<file path="config.mk">
export PLATFORM = sky130hd
export DESIGN_NAME = piso_word_tx
export DESIGN_NICKNAME = d
export VERILOG_FILES = /design/src/rtl/serial_pkg.sv /design/src/rtl/bit_tick_gen.sv /design/src/rtl/piso_word_tx.sv
export SDC_FILE = /design/constraint.sdc
export NUM_CORES = 1
export LEC_CHECK = 0
export ABC_AREA = 1
export ABC_CLOCK_PERIOD_IN_PS = 2300
export CORE_ASPECT_RATIO = 0.75
export CORE_MARGIN = 1.5
export CORE_UTILIZATION = 50
export CTS_CLUSTER_SIZE = 25
export DETAILED_ROUTE_END_ITERATION = 12
export PLACE_DENSITY = 0.87
export SYNTH_ARGS = -nofsm -noshare
export SYNTH_HDL_FRONTEND = slang
export SYNTH_SLANG_ARGS = --single-unit
</file>
<file path="constraint.sdc">
create_clock -name clk_i -period 2.3 [get_ports clk_i]
set_input_delay 0.23 -clock clk_i [delete_from_list [all_inputs] [get_ports clk_i]]
set_output_delay 0.23 -clock clk_i [all_outputs]
set_load 0.02 [all_outputs]
</file>
<file path="src/rtl/serial_pkg.sv">
// Shared types and helpers for the word serialiser.
// Latency: n/a (types and constant functions only).
// Backpressure: n/a.
package serial_pkg;

    typedef enum logic {
        IDLE  = 1'b0,
        SHIFT = 1'b1
    } state_e;

    // Counter width that still gives a 1-bit register when n <= 1.
    function automatic int cnt_w(input int n);
        return (n <= 1) ? 1 : $clog2(n);
    endfunction

endpackage

</file>
<file path="src/rtl/bit_tick_gen.sv">
// Modulo-CLKS_PER_BIT tick counter that paces how long each serial bit is held.
// Latency: wrap_o is combinational from the count register and en_i.
// Backpressure: none; counts whenever en_i is high, clr_i forces the count to 0.
//
// Ports: clk_i/rst_ni clock and async active-low reset; en_i advance the count;
//        clr_i synchronous clear (wins over en_i); wrap_o high in the last clock of a bit.
module bit_tick_gen
    import serial_pkg::*;
#(
    parameter int CLKS_PER_BIT = 4
) (
    input  logic clk_i,
    input  logic rst_ni,
    input  logic en_i,
    input  logic clr_i,
    output logic wrap_o
);

    localparam int             TW   = cnt_w(CLKS_PER_BIT);
    localparam logic [TW-1:0]  LAST = TW'(CLKS_PER_BIT - 1);

    logic [TW-1:0] cnt_q;
    logic [TW-1:0] cnt_d;

    // With CLKS_PER_BIT==1 LAST is 0, so every enabled clock is a wrap.
    assign wrap_o = en_i && (cnt_q == LAST);

    always_comb begin
        cnt_d = cnt_q;
        if (clr_i) begin
            cnt_d = '0;
        end else if (en_i) begin
            cnt_d = (cnt_q == LAST) ? '0 : cnt_q + TW'(1);
        end
    end

    always_ff @(posedge clk_i or negedge rst_ni) begin
        if (!rst_ni) begin
            cnt_q <= '0;
        end else begin
            cnt_q <= cnt_d;
        end
    end

endmodule

</file>
<file path="src/rtl/piso_word_tx.sv">
// Word serialiser: takes WIDTH-bit words on valid/ready and sends them LSB-first on bit_o.
// Latency: bit 0 appears the cycle after the handshake; done_o pulses WIDTH*CLKS_PER_BIT+1 cycles after it.
// Backpressure: ready_o high only in IDLE or in the last clock of the last bit (no abort), so frames chain gap-free.
//
// Ports: clk_i/rst_ni clock and async active-low reset; data_i/valid_i/ready_o word handshake;
//        abort_i kill the current frame; bit_o serial data; frame_o high during frame bits;
//        done_o one-cycle pulse after a normally completed frame.
module piso_word_tx
    import serial_pkg::*;
#(
    parameter int WIDTH        = 8,
    parameter int CLKS_PER_BIT = 4,
    parameter bit COVER        = 1'b0
) (
    input  logic             clk_i,
    input  logic             rst_ni,
    input  logic [WIDTH-1:0] data_i,
    input  logic             valid_i,
    output logic             ready_o,
    input  logic             abort_i,
    output logic             bit_o,
    output logic             frame_o,
    output logic             done_o
);

    localparam int BW = cnt_w(WIDTH);

    state_e           state_q, state_d;
    logic [WIDTH-1:0] shreg_q, shreg_d;
    logic [BW-1:0]    bit_cnt_q, bit_cnt_d;
    logic             bit_q, frame_q, done_q;
    logic             done_d;

    logic tick_wrap;
    logic last_tick;
    logic xfer;

    bit_tick_gen #(
        .CLKS_PER_BIT(CLKS_PER_BIT)
    ) u_tick (
        .clk_i  (clk_i),
        .rst_ni (rst_ni),
        .en_i   (state_q == SHIFT),
        .clr_i  ((state_q == IDLE) || abort_i),
        .wrap_o (tick_wrap)
    );

    // Last clock of the last bit: the only SHIFT cycle that may take the next word.
    assign last_tick = (state_q == SHIFT) && (bit_cnt_q == '0) && tick_wrap;
    assign ready_o   = (state_q == IDLE) || (last_tick && !abort_i);
    assign xfer      = valid_i && ready_o;

    always_comb begin
        state_d   = state_q;
        shreg_d   = shreg_q;
        bit_cnt_d = bit_cnt_q;
        done_d    = 1'b0;
        case (state_q)
            IDLE: begin
                if (xfer) begin
                    state_d   = SHIFT;
                    shreg_d   = data_i;
                    bit_cnt_d = BW'(WIDTH - 1);
                end
            end
            SHIFT: begin
                if (abort_i) begin
                    state_d = IDLE;
                    shreg_d = '0;
                end else if (tick_wrap) begin
                    shreg_d   = shreg_q >> 1;
                    bit_cnt_d = bit_cnt_q - BW'(1);
                    if (bit_cnt_q == '0) begin
                        done_d = 1'b1;
                        if (xfer) begin
                            shreg_d   = data_i;
                            bit_cnt_d = BW'(WIDTH - 1);
                        end else begin
                            state_d = IDLE;
                        end
                    end
                end
            end
            default: state_d = IDLE;
        endcase
    end

    // Outputs are registered from next-state values so they line up with state_q.
    always_ff @(posedge clk_i or negedge rst_ni) begin
        if (!rst_ni) begin
            state_q   <= IDLE;
            shreg_q   <= '0;
            bit_cnt_q <= '0;
            bit_q     <= 1'b0;
            frame_q   <= 1'b0;
            done_q    <= 1'b0;
        end else begin
            state_q   <= state_d;
            shreg_q   <= shreg_d;
            bit_cnt_q <= bit_cnt_d;
            bit_q     <= (state_d == SHIFT) && shreg_d[0];
            frame_q   <= (state_d == SHIFT);
            done_q    <= done_d;
        end
    end

    assign bit_o   = bit_q;
    assign frame_o = frame_q;
    assign done_o  = done_q;

    if (COVER) begin : g_cover
        cover property (@(posedge clk_i) disable iff (!rst_ni) done_o && frame_o);
        cover property (@(posedge clk_i) disable iff (!rst_ni) frame_o && abort_i);
    end

endmodule

</file>
# After elaboration in Yosys (flattened, before gate mapping)
# Cells that the tools add are included.
[classes]
add_sub_neg = 2
n_eq_ne = 5
n_lt_le_gt_ge = 0
shift = 0
n_div = 0
n_mul = 0
reduce_logical = 13
bitwise = 1
mux = 24
[op_table]
columns = ["operator", "count"]
rows = [
  ["8-bit two-way mux", 5],
  ["8-bit one-hot mux with 2 select lines", 1],
  ["3-bit two-way mux", 5],
  ["1-bit two-way mux", 8],
  ["1-bit logical AND", 6],
  ["2-bit two-way mux", 3],
  ["3-bit one-hot mux with 2 select lines", 1],
  ["2-bit != test, second input constant", 2],
  ["3-bit logical NOT", 1],
  ["3-bit by 2-bit != test with 1-bit output, second input constant", 1],
  ["3-bit AND reduction", 1],
  ["3-bit by 1-bit subtractor with 3-bit output, second input constant", 1],
  ["2-bit by 1-bit adder with 2-bit output, second input constant", 1],
  ["2-bit equality test, second input constant", 1],
  ["1-bit logical OR", 2],
  ["2-bit by 1-bit != test with 1-bit output, second input constant", 1],
  ["1-bit one-hot mux with 2 select lines", 1],
  ["2-bit AND reduction", 1],
  ["2-bit nonzero test", 1],
  ["1-bit logical NOT", 1],
  ["1-bit inverter", 1],
]
[word_totals]
output_inout_bits = 4
wordCells = 52
memories = 0
regBits = 16
rom_bits = 0
ramBits = 0
inputBits = 12
latchBits = 0

# Longest topological paths before layout
# Gate-level depths: netlist of the first run.
[depth]
word_depth = 12
mapped_depth = 13
mapped_depth_nobuf = 13

# Cells and area by module
# A second synthesis of the first run with hierarchy kept.
[unflattened]
hier_cells = 113
hier_area_um2 = 922.1
[modules_own_cells]
columns = ["module", "area_per_inst_um2", "seq_area_each_um2", "cells_per_inst", "n_inst"]
rows = [
  ["piso_word_tx", 813.3, 350.3, 99, 1],
  ["bit_tick_gen", 108.9, 50.0, 14, 1],
]

# Worst setup path before layout of the first run
# Ideal clock, no wire load.
[synth_path]
path_type = "reg2reg"
from = "register bit_cnt_q[0]"
to = "register shreg_q[2]"
n_path_buf = 1
slack_ns = 0.561
path_stages_with_launch = 11
arrival_ns = 1.608
t_required_ns = 2.170
setup_time_ns = 0.130
synth_period_minus_slack_ns = 1.739
path_cell_list = "dfrtp_1 inv_1 ha_1 inv_1 nor2_1 nand2_2 nand2_2 nand3_2 buf_6 o211ai_1 nand3_1"
[synth_between]
elab_chain_len = 11
word_cells_on_any_way = 13
cone_classes = "eq/ne (1); mux (5); reduce/logical (7)"
[synth_rtl]
columns = ["item", "line", "rtl"]
rows = [
  ["start: declaration", "piso_word_tx.sv:30", "logic [BW-1:0] bit_cnt_q, bit_cnt_d;"],
  ["start signal: assignment", "piso_word_tx.sv:100", "bit_cnt_q <= bit_cnt_d;"],
  ["3-bit logical NOT *", "piso_word_tx.sv:49", "assign last_tick = (state_q == SHIFT) && (bit_cnt_q == '0) && tick_wrap;"],
  ["1-bit logical AND * (2 in series)", "piso_word_tx.sv:49", ""],
  ["1-bit logical AND *", "piso_word_tx.sv:50", "assign ready_o = (state_q == IDLE) || (last_tick && !abort_i);"],
  ["1-bit logical OR *", "piso_word_tx.sv:50", ""],
  ["via ready_o", "piso_word_tx.sv:19", "output logic ready_o,"],
  ["1-bit logical AND *", "piso_word_tx.sv:51", "assign xfer = valid_i && ready_o;"],
  ["8-bit two-way mux", "piso_word_tx.sv:75", "if (xfer) begin"],
  ["8-bit two-way mux", "piso_word_tx.sv:73", "if (bit_cnt_q == '0) begin"],
  ["8-bit two-way mux", "piso_word_tx.sv:70", "end else if (tick_wrap) begin"],
  ["8-bit two-way mux", "piso_word_tx.sv:67", "if (abort_i) begin"],
  ["8-bit one-hot mux with 2 select lines", "piso_word_tx.sv:58", "case (state_q)"],
  ["end signal: assignment", "piso_word_tx.sv:99", "shreg_q <= shreg_d;"],
  ["end: declaration", "piso_word_tx.sv:29", "logic [WIDTH-1:0] shreg_q, shreg_d;"],
]
# The timed path passes the listed nets; every way through them passes the cells marked *. The select of a mux whose other input is x is not followed.
# A chain may end at the register's enable or synchronous reset.

# Final worst setup path of the first run
[layout_path]
from = "register bit_cnt_q[0]"
to = "register bit_q (netlist: bit_o)"
[layout_between]
elab_chain_len = 12
word_cells_on_any_way = 18
cone_classes = "mux (11); reduce/logical (7)"
[layout_rtl]
columns = ["item", "line", "rtl"]
rows = [
  ["3-bit logical NOT *", "piso_word_tx.sv:49, piso_word_tx.sv:73", ""],
  ["1-bit logical AND (2 in series)", "piso_word_tx.sv:49", ""],
  ["1-bit logical AND", "piso_word_tx.sv:50", ""],
  ["1-bit logical OR", "piso_word_tx.sv:50", ""],
  ["1-bit logical AND", "piso_word_tx.sv:51", ""],
  ["1-bit two-way mux or 8-bit two-way mux (tied branches)", "piso_word_tx.sv:60, piso_word_tx.sv:75", ""],
  ["1-bit two-way mux or 8-bit two-way mux (tied branches)", "piso_word_tx.sv:73", ""],
  ["1-bit two-way mux or 8-bit two-way mux (tied branches)", "piso_word_tx.sv:70", ""],
  ["1-bit two-way mux or 8-bit two-way mux (tied branches)", "piso_word_tx.sv:67", ""],
  ["1-bit one-hot mux with 2 select lines or 8-bit one-hot mux with 2 select lines (tied branches)", "piso_word_tx.sv:58", ""],
  ["1-bit logical AND *", "piso_word_tx.sv:101", "bit_q <= (state_d == SHIFT) && shreg_d[0];"],
  ["end signal: assignment", "piso_word_tx.sv:101", ""],
  ["end: declaration", "piso_word_tx.sv:31", "logic bit_q, frame_q, done_q;"],
]
# Every way passes the cells marked *; elsewhere a longest branch is shown, timed or not. The select of a mux whose other input is x is not followed.

==> results.sh, run 1 <==
export IMPL_setup_viol=0
export IMPL_yosys_area_share_simple_pct=25.4
export IMPL_outcome="completed"
export IMPL_synth_compound_area_share_pct=12.4
export IMPL_h_tree_depth=1
export IMPL_dr_first_iter_drc_count=18
export IMPL_crit_path_top_delay_cell="dfrtp_1"
export IMPL_core_area_mm2=0.00155
export IMPL_synth_top_area_share_pct=46.2
export IMPL_cp_max_fo=13
export IMPL_synth_fa_ha_area_share_pct=4.34
export IMPL_grt_pass1_wl_um=2840
export IMPL_crit_arrival_ps=1940
export IMPL_port_buffers=15
export IMPL_startpoint_type="register"
export IMPL_grt_util_met3_pct=7.36
export IMPL_ctsHoldBuffers=0
export IMPL_hold_violations=0
export IMPL_first_pass_iters=4
export IMPL_row_count=12
export IMPL_worstMarginPinSlew_ps=712
export IMPL_drc=0
export IMPL_ant_nets=0
export IMPL_synth_main_ff_cell="dfrtp_1"
export IMPL_max_freq_mhz=559
export IMPL_netlist_cell_type_count=21
export IMPL_cp_end_kind="register"
export IMPL_p_seq_share_pct=54.5
export IMPL_grt_max_degree=17
export IMPL_r2r_setup_slack_ps=510
export IMPL_cap_viol_max_count=0
export IMPL_synthCells=107
export IMPL_ys_top_cells_by_count="nand2_1, inv_1, dfrtp_1"
export IMPL_synth_top_cells_by_area="dfrtp_1, nand2_1, inv_1"
export IMPL_p_leak_nw=0.542
export IMPL_grt_use_met2_pct=32.5
export IMPL_boundaryPins=16
export IMPL_power_density_mw_per_mm2=572
export IMPL_numCtsBuffers=3
export IMPL_switching_power_uw=176
export IMPL_max_stage_delay_ps=410
export IMPL_pwr_share_clk_pct=23.1
export IMPL_criticalPathCategory="register to register"
export IMPL_syn_area_per_cell_um2=8.09
export IMPL_grt_overflow_total=0
export IMPL_antenna_found_initial=0
export IMPL_synth_top_area_cell="dfrtp_1"
export IMPL_synth_edff_count=0
export IMPL_area_growth_pct=22.1
export IMPL_dieWidth_um=51.1
export IMPL_postCtsSetupRepairBufs=0
export IMPL_cp_cell_sequence="inv_1 > ha_1 > inv_1 > nor2_1 > nand2_2 > nand2_2 > nand3_2 > nand2_1 > a21oi_1 > nor2_1 > nor2_1"
export IMPL_synthMuxAreaShare_pct=0
export IMPL_yosysMostFrequentCell="nand2_1"
export IMPL_ys_seq_elements=16
export IMPL_fin_crit_sh_pct=77.8
export IMPL_dpl_instance_area_mm2=0.00103
export IMPL_cpMostUsedCell="nor2_1"
export IMPL_rsz0062_at_grt="no"
export IMPL_power_internal_uw=428
export IMPL_gp_congestion=0.831
export IMPL_path_buf_inv=2
export IMPL_dp_hpwl_um=1350
export IMPL_grt_pass1_vias=682
export IMPL_cts_clk_slew_worst_paths_ps=90
export IMPL_yosysSeqAreaShare_pct=46.2
export IMPL_swShare_pct=29.2
export IMPL_yosysWarnings=0
export IMPL_synth_cell_area_um2=866
export IMPL_grt_busiest_layer="met2"
export IMPL_dieArea_mm2=0.00199
export IMPL_clk_latency_ps=280
export IMPL_via_count=740
export IMPL_fin_setup_tns_ps=0
export IMPL_clock_skew_ps=9.26
export IMPL_min_delay_path_class="primary input to asynchronous set/reset pin"
export IMPL_routedWlPerCell_um=12.1
export IMPL_cp_required_ps=2450
export IMPL_crit_family="simple AND/OR/NAND/NOR gates"
export IMPL_grtUsageTotal_pct=20.4
export IMPL_cts_sink_count=16
export IMPL_pwr_share_comb_pct=22.4
export IMPL_clk_path_buf_depth=2
export IMPL_wl_um=1760
export IMPL_ir_worst_vdd_mv=0.445
export IMPL_die_y_um=39.0
export IMPL_slew_headroom_pct=52.4
export IMPL_cts_tree="built"
export IMPL_viasPerCell=5.07
export IMPL_period_needed_ps=1790
export IMPL_fin_nets=142
export IMPL_final_max_slew_viol_count=0
export IMPL_synth_xor_area_share_pct=0
export IMPL_layout_drive_gt1_share_pct=9.60
export IMPL_num_antenna_cells=0
export IMPL_synth_top_family_by_area="simple AND/OR/NAND/NOR gates"
export IMPL_design_area_mm2=0.00106
export IMPL_async_reset_ff_share_pct=100
export IMPL_gr_usage_met1_pct=24.8
export IMPL_initial_core_util_pct=56.0
export IMPL_cts_root_buf="clkbuf_4"
export IMPL_synth_fp_nets=122
[state kept, by name, summed over array words and instances (netlist names)]
name          cells
bit_cnt_q         3
bit_o             1
done_o            1
frame_o           1
shreg_q           8
u_tick.cnt_q      2
[layout make-up]
type,count,area [um2]
sequential,16,400
fill,130,489
inverter,20,75.1
multi-input combinational,69,365
tap,21,26.3
timing repair buffer,17,168
clock buffer,3,22.5
[routing by layer]
metal | wire [um] | up-vias
li1 | - | 380
met4 | 34 | 0
met1 | 861 | 332
met5 | 0 | -
met3 | 107 | 6
met2 | 760 | 22
[cells in the final DEF (no fill, tap or decap), types with 2 or more instances in the layout]
master            n
nand3_1           8
ha_1              3
o21ai_0           2
nand2_2           3
nand2_1          23
o21ai_1           3
clkbuf_4          3
inv_1            20
a21oi_1           5
buf_4             2
clkdlybuf4s50_1  14
dfrtp_1          16
nor2_1           11
a31oi_1           3
[cells by family after synthesis]
family,Yosys count
compound gates,17
fa+ha+maj,3
buf+inv,22
flops,16
simple gates,49
[stage by stage]
stage                     utilization [%]  total power [mW]  instances  setup slack (ps)  hold slack (ps)
final                                68.4             0.604        146               511              367
after floorplan                         -             0.406        107               561            -65.6
after detailed placement             66.7             0.470        143               309              436
after CTS                            68.2             0.613        146               116              380
after global placement               66.7             0.463        143               354              418
after global routing                 68.4             0.637        146               304              422
[power by group through the flow]
stage	combinational, mW	clock, mW	sequential [mW]
final	0.136	0.140	0.329
after floorplan	0.0719	0	0.334
after CTS	0.137	0.148	0.328
after detailed placement	0.136	0	0.334
after global routing	0.151	0.154	0.331
after global placement	0.131	0	0.332
[path summary, 6_finish.rpt]
check	end	cells after the start	from
setup / recovery	bit_o	11	bit_cnt_q[0]
hold / removal	shreg_q[2]	1	rst_ni
setup reg to reg	bit_o	11	bit_cnt_q[0]
hold reg to reg	u_tick.cnt_q[0]	1	u_tick.cnt_q[0]
max in group asynchronous	shreg_q[7]	1	rst_ni
min in group clk_i	u_tick.cnt_q[0]	1	u_tick.cnt_q[0]
[worst register-to-register path, stage by stage (launching register included)]
cell and delay, ps:
dfrtp_1 410, inv_1 80, ha_1 140, inv_1 40, nor2_1 140, nand2_2 80
nand2_2 120, nand3_2 230, nand2_1 140, a21oi_1 70, nor2_1 140, nor2_1 60
[timing repair]
action,4_1_cts,5_1_grt
gates resized for setup,0,1
setup endpoints to repair,0,1
endpoints found under the hold margin,0,0
(Power assumes the default switching activity.)
==> run 2: changes to the inputs <==
--- a/config.mk
+++ b/config.mk
@@ -6,13 +6,13 @@
 export NUM_CORES = 1
 export LEC_CHECK = 0
 export ABC_AREA = 1
-export ABC_CLOCK_PERIOD_IN_PS = 2300
+export ABC_CLOCK_PERIOD_IN_PS = 1500
 export CORE_ASPECT_RATIO = 0.75
 export CORE_MARGIN = 1.5
-export CORE_UTILIZATION = 50
+export CORE_UTILIZATION = 45
 export CTS_CLUSTER_SIZE = 25
 export DETAILED_ROUTE_END_ITERATION = 12
-export PLACE_DENSITY = 0.87
+export PLACE_DENSITY = 0.83
 export SYNTH_ARGS = -nofsm -noshare
 export SYNTH_HDL_FRONTEND = slang
 export SYNTH_SLANG_ARGS = --single-unit
==> constraint.sdc (replaced) <==
create_clock -name clk_i -period 1.5 [get_ports clk_i]
set_input_delay 0.15 -clock clk_i [delete_from_list [all_inputs] [get_ports clk_i]]
set_output_delay 0.15 -clock clk_i [all_outputs]
set_load 0.02 [all_outputs]
==> results.sh, run 2 (synthesis gave the netlist of run 1 again) <==
export IMPL_dieArea_mm2=0.00220
export IMPL_fin_crit_sh_pct=106
export IMPL_startpoint_type="register"
export IMPL_grtUsageTotal_pct=22.4
export IMPL_layout_drive_gt1_share_pct=32.7
export IMPL_grt_pass1_vias=774
export IMPL_reg_top3="shreg_q: 8 flops, bit_cnt_q: 3 flops, u_tick.cnt_q: 2 flops"
export IMPL_cts_tree="built"
export IMPL_period_needed_ps=1600
export IMPL_setup_viol=6
export IMPL_fin_nets=163
export IMPL_grt_max_degree=17
export IMPL_cp_required_ps=1670
export IMPL_gr_usage_met1_pct=25.5
export IMPL_cp_end_kind="register"
export IMPL_initial_core_util_pct=48.8
export IMPL_clk_latency_ps=290
export IMPL_power_density_mw_per_mm2=802
export IMPL_drc=0
export IMPL_slew_headroom_pct=85.2
export IMPL_fin_setup_tns_ps=-346
export IMPL_grt_use_met2_pct=38.9
export IMPL_criticalPathCategory="register to register"
export IMPL_row_count=13
export IMPL_hold_violations=0
export IMPL_wl_um=2180
export IMPL_r2r_setup_slack_ps=-100
export IMPL_dp_hpwl_um=1520
export IMPL_max_freq_mhz=627
export IMPL_violations="setup timing"
export IMPL_cts_sink_count=16
export IMPL_routedWlPerCell_um=12.9
export IMPL_ir_worst_vdd_mv=0.829
export IMPL_dieWidth_um=53.7
export IMPL_p_leak_nw=0.654
export IMPL_num_antenna_cells=0
export IMPL_clock_skew_ps=3.79
export IMPL_grt_util_met3_pct=8.03
export IMPL_r2r_start="bit_cnt_q[1]"
export IMPL_gp_congestion=0.798
export IMPL_max_stage_delay_ps=410
export IMPL_port_buffers=15
export IMPL_dpl_instance_area_mm2=0.00120
export IMPL_regMostFlops="shreg_q"
export IMPL_crit_path_top_delay_cell="dfrtp_1"
export IMPL_die_y_um=41.0
export IMPL_r2r_cells=14
export IMPL_boundaryPins=16
export IMPL_outcome="complete, but fails checks"
export IMPL_cts_root_buf="clkbuf_4"
export IMPL_h_tree_depth=1
export IMPL_ant_nets=0
export IMPL_final_max_slew_viol_count=0
export IMPL_fin_ws_ps=-96.1
export IMPL_design_area_mm2=0.00130
export IMPL_power_mw=1.04
export IMPL_viasPerCell=4.97
export IMPL_clk_path_buf_depth=2
export IMPL_worstMarginPinSlew_ps=222
export IMPL_rr_endpoint="bit_o"
export IMPL_grt_pass1_wl_um=3250
export IMPL_dr_first_iter_drc_count=13
export IMPL_min_delay_path_class="primary input to asynchronous set/reset pin"
export IMPL_cp_max_fo=4
export IMPL_layout_common_cells="nand2_1, buf_4, inv_1"
export IMPL_antenna_found_initial=0
export IMPL_crit_arrival_ps=1770
export IMPL_cpMostUsedCell="nand2_1"
export IMPL_core_area_mm2=0.00177
export IMPL_grt_busiest_layer="met2"
export IMPL_cp_cell_sequence="inv_2 > ha_4 > inv_2 > nor2_4 > nand2_2 > nand2_4 > buf_6 > nand2_4 > nand2_2 > nand2_1 > nand2_1 > nand2_1 > nor2_2 > nor2_1"
export IMPL_largest_reg_flops=8
export IMPL_numCtsBuffers=3
export IMPL_crit_family="simple AND/OR/NAND/NOR gates"
export IMPL_cts_clk_slew_worst_paths_ps=90
export IMPL_cap_viol_max_count=0
export IMPL_fin_util_pct=73.5
export IMPL_first_pass_iters=4
export IMPL_rsz0062_at_grt="yes"
export IMPL_path_buf_inv=3
export IMPL_grt_overflow_total=0
export IMPL_via_count=840
export IMPL_dp_worst_setup_slack_ps=-162
export IMPL_area_growth_pct=50.4
==> run 2: changes by cell type in the layout (fill, tap and decap cells not counted), moves of 3 or more <==
cell,before,now
nor2_2,0,3
buf_4,2,21
inv_2,0,4
inv_1,20,16
nor2_1,11,7
==> run 2: how the worst max path moves through the flow <==
stage	start	to	slack, ps	depth (start not counted)
after CTS	bit_cnt_q[1]	bit_o	-130	14
after global routing	bit_cnt_q[1]	bit_o	-240	14
final	bit_cnt_q[1]	bit_o	-100	14
after floorplan	bit_cnt_q[0]	shreg_q[2]	-60	10
after global placement	abort_i	ready_o	-140	5
after detailed placement	bit_cnt_q[0]	ready_o	-160	7
==> run 2: report_power, final <==
group          switching [mW]  leakage (nW)  total, mW  internal (mW)
Sequential             0.0280         0.196      0.503          0.475
Clock                   0.131        0.0150      0.235          0.103
Combinational           0.151         0.443      0.307          0.156
==> run 2: per-layer routing <==
| layer | share of wire (%) | routed length, um | vias to the layer above |
|---|---|---|---|
| li1 | - | - | 425 |
| met1 | 42 | 922 | 386 |
| met5 | 0 | 0 | - |
| met4 | 1.4 | 30 | 0 |
| met3 | 4.6 | 101 | 4 |
| met2 | 52 | 1130 | 25 |
==> run 2: final cells by class <==
cell class	instances	area (um2)
fillers	144	470
clock buffers	4	26.3
multi-input cells	69	429
repair buffers	38	343
well taps	22	27.5
flip-flops and latches	16	402
inverters	20	75.1
==> run 2: per-stage QoR <==
stage | hold WS [ps] | std cells
after floorplan | -146 | 107
after detailed placement | 430 | 163
after global routing | 195 | 169
final | 164 | 169
after global placement | 417 | 163
after CTS | 171 | 168
==> run 2: what timing repair did <==
action | in CTS | in global routing
setup endpoints to repair | 9 | 15
hold buffers | 0 | 0
gates resized for setup | 12 | 13
pin swaps | 7 | 10
setup buffers | 1 | 2
==> run 3: changes to the inputs <==
--- a/config.mk
+++ b/config.mk
@@ -9,10 +9,11 @@
 export ABC_CLOCK_PERIOD_IN_PS = 1500
 export CORE_ASPECT_RATIO = 0.75
 export CORE_MARGIN = 1.5
-export CORE_UTILIZATION = 45
+export CORE_UTILIZATION = 48
+export CTS_BUF_LIST = sky130_fd_sc_hd__clkbuf_8
 export CTS_CLUSTER_SIZE = 25
 export DETAILED_ROUTE_END_ITERATION = 12
-export PLACE_DENSITY = 0.83
+export PLACE_DENSITY = 0.87
 export SYNTH_ARGS = -nofsm -noshare
 export SYNTH_HDL_FRONTEND = slang
 export SYNTH_SLANG_ARGS = --single-unit
==> results.sh, run 3 (synthesis gave the netlist of run 1 again) <==
export IMPL_outcome="complete, but fails checks"
export IMPL_violations="setup timing"
export IMPL_dpl_instance_area_mm2=0.00121
export IMPL_ant_nets=0
export IMPL_slew_headroom_pct=79.2
export IMPL_cts_clk_slew_worst_paths_ps=70
export IMPL_num_antenna_cells=0
export IMPL_rsz0062_at_grt="yes"
export IMPL_worstMarginPinSlew_ps=312
export IMPL_wl_um=2630
export IMPL_path_buf_inv=3
export IMPL_power_density_mw_per_mm2=821
export IMPL_regMostFlops="shreg_q"
export IMPL_cts_sink_count=16
export IMPL_dieArea_mm2=0.00207
export IMPL_period_needed_ps=1570
export IMPL_grt_pass1_wl_um=3820
export IMPL_boundaryPins=16
export IMPL_via_count=956
export IMPL_fin_crit_sh_pct=105
export IMPL_crit_path_top_delay_cell="dfrtp_1"
export IMPL_final_common_cell="buf_4"
export IMPL_port_buffers=15
export IMPL_final_max_slew_viol_count=0
export IMPL_fin_ws_ps=-74.3
export IMPL_dp_hpwl_um=1580
export IMPL_layout_drive_gt1_share_pct=36.9
export IMPL_cp_max_fo=12
export IMPL_cap_viol_max_count=0
export IMPL_setup_viol=10
export IMPL_clock_skew_ps=3.78
export IMPL_antenna_found_initial=0
export IMPL_routedWlPerCell_um=14.7
export IMPL_startpoint_type="register"
export IMPL_clk_latency_ps=250
export IMPL_core_area_mm2=0.00171
export IMPL_reg_top3="shreg_q: 8 flops, bit_cnt_q: 3 flops, u_tick.cnt_q: 2 flops"
export IMPL_die_y_um=39.8
export IMPL_ctsHoldBuffers=0
export IMPL_cp_required_ps=1620
export IMPL_p_leak_nw=0.712
export IMPL_area_growth_pct=62.6
export IMPL_max_freq_mhz=635
export IMPL_dieWidth_um=52.0
export IMPL_viasPerCell=5.34
export IMPL_first_pass_iters=4
export IMPL_cts_tree="built"
export IMPL_h_tree_depth=1
export IMPL_criticalPathCategory="register to register"
export IMPL_ir_worst_vdd_mv=0.906
export IMPL_drc=0
export IMPL_layout_common_cells="buf_4, nand2_1, inv_1"
export IMPL_fin_nets=173
export IMPL_grt_overflow_total=0
export IMPL_grtUsageTotal_pct=26.7
export IMPL_cp_cell_sequence="inv_2 > ha_4 > inv_2 > nor2_4 > nand2_2 > nand2_4 > nand3_2 > buf_12 > o211ai_1 > nand3_1"
export IMPL_row_count=13
export IMPL_gp_congestion=0.871
export IMPL_cts_root_buf="clkbuf_8"
export IMPL_fillers=96
export IMPL_clk_path_buf_depth=2
export IMPL_grt_pass1_vias=860
export IMPL_cpMostUsedCell="inv_2"
export IMPL_dr_first_iter_drc_count=51
export IMPL_numCtsBuffers=3
export IMPL_largest_reg_flops=8
export IMPL_initial_core_util_pct=50.7
export IMPL_crit_family="simple AND/OR/NAND/NOR gates"
export IMPL_min_delay_path_class="primary input to asynchronous set/reset pin"
export IMPL_max_stage_delay_ps=380
export IMPL_hold_violations=0
export IMPL_power_mw=1.16
export IMPL_design_area_mm2=0.00141
export IMPL_crit_arrival_ps=1700
export IMPL_cp_end_kind="register"
export IMPL_grt_max_degree=17
==> run 3: cell types whose count changed in the layout (fill, tap and decap cells not counted), moves of 2 or more <==
cell,delta
inv_1,+2
clkbuf_4,-3
nor2_2,-2
clkbuf_8,+3
buf_4,+10
ha_4,+2
nor2_1,+2
==> run 3: repair_timing <==
item                                    4_1_cts  5_1_grt
pin swaps                                     6       10
resized for setup                            19        7
buffers inserted                              8        4
endpoints found under the setup margin       10       14
==> run 3: metal layers <==
metal  routed length [um]  track usage (%)  share of wire (%)
met1                 1010             30.7                 39
met2                 1330             44.6                 51
met3                  195             9.54                7.4
met4                   89             13.2                3.4
met5                    0                0                  0
==> run 3: final timing paths <==
| path | start | end | slack [ps] | cells after the start |
|---|---|---|---|---|
| setup / recovery | bit_cnt_q[1] | shreg_q[2] | -70 | 10 |
| min in group clk_i | shreg_q[5] | shreg_q[5] | 500 | 2 |
| hold reg to reg | shreg_q[5] | shreg_q[5] | 500 | 2 |
| max in group asynchronous | rst_ni | frame_o | 1070 | 2 |
| setup reg to reg | bit_cnt_q[1] | shreg_q[2] | -70 | 10 |
| hold / removal | rst_ni | shreg_q[5] | 220 | 2 |
==> run 3: final cells by class <==
cell class	count	area, um2	share of cell area (%)
clock inverter	1	3.75	0.267
tap	22	27.5	1.96
timing repair buffer	48	414	29.4
sequential	16	402	28.5
clock buffer	3	41.3	2.93
multi-input combinational	69	444	31.6
inverter	20	75.1	5.33
==> run 3: through the flow <==
step                std cells  TNS [ps]  hold WS (ps)  setup slack, ps  util (%)
floorplan                 107      -157          -146            -55.9         -
global placement          164      -286           418             -147      70.8
detailed placement        164      -731           432             -173      70.8
CTS                       176      -373           221            -70.4      79.2
global route              179     -1550           246             -208      82.4
finish                    179      -445           225            -74.3      82.4
==> run 3: where the power goes <==
group          total (mW)  switching [mW]  internal (mW)
Combinational       0.317           0.159          0.157
Clock               0.332           0.151          0.182
Sequential          0.507          0.0318          0.476
Total                1.16           0.342          0.814
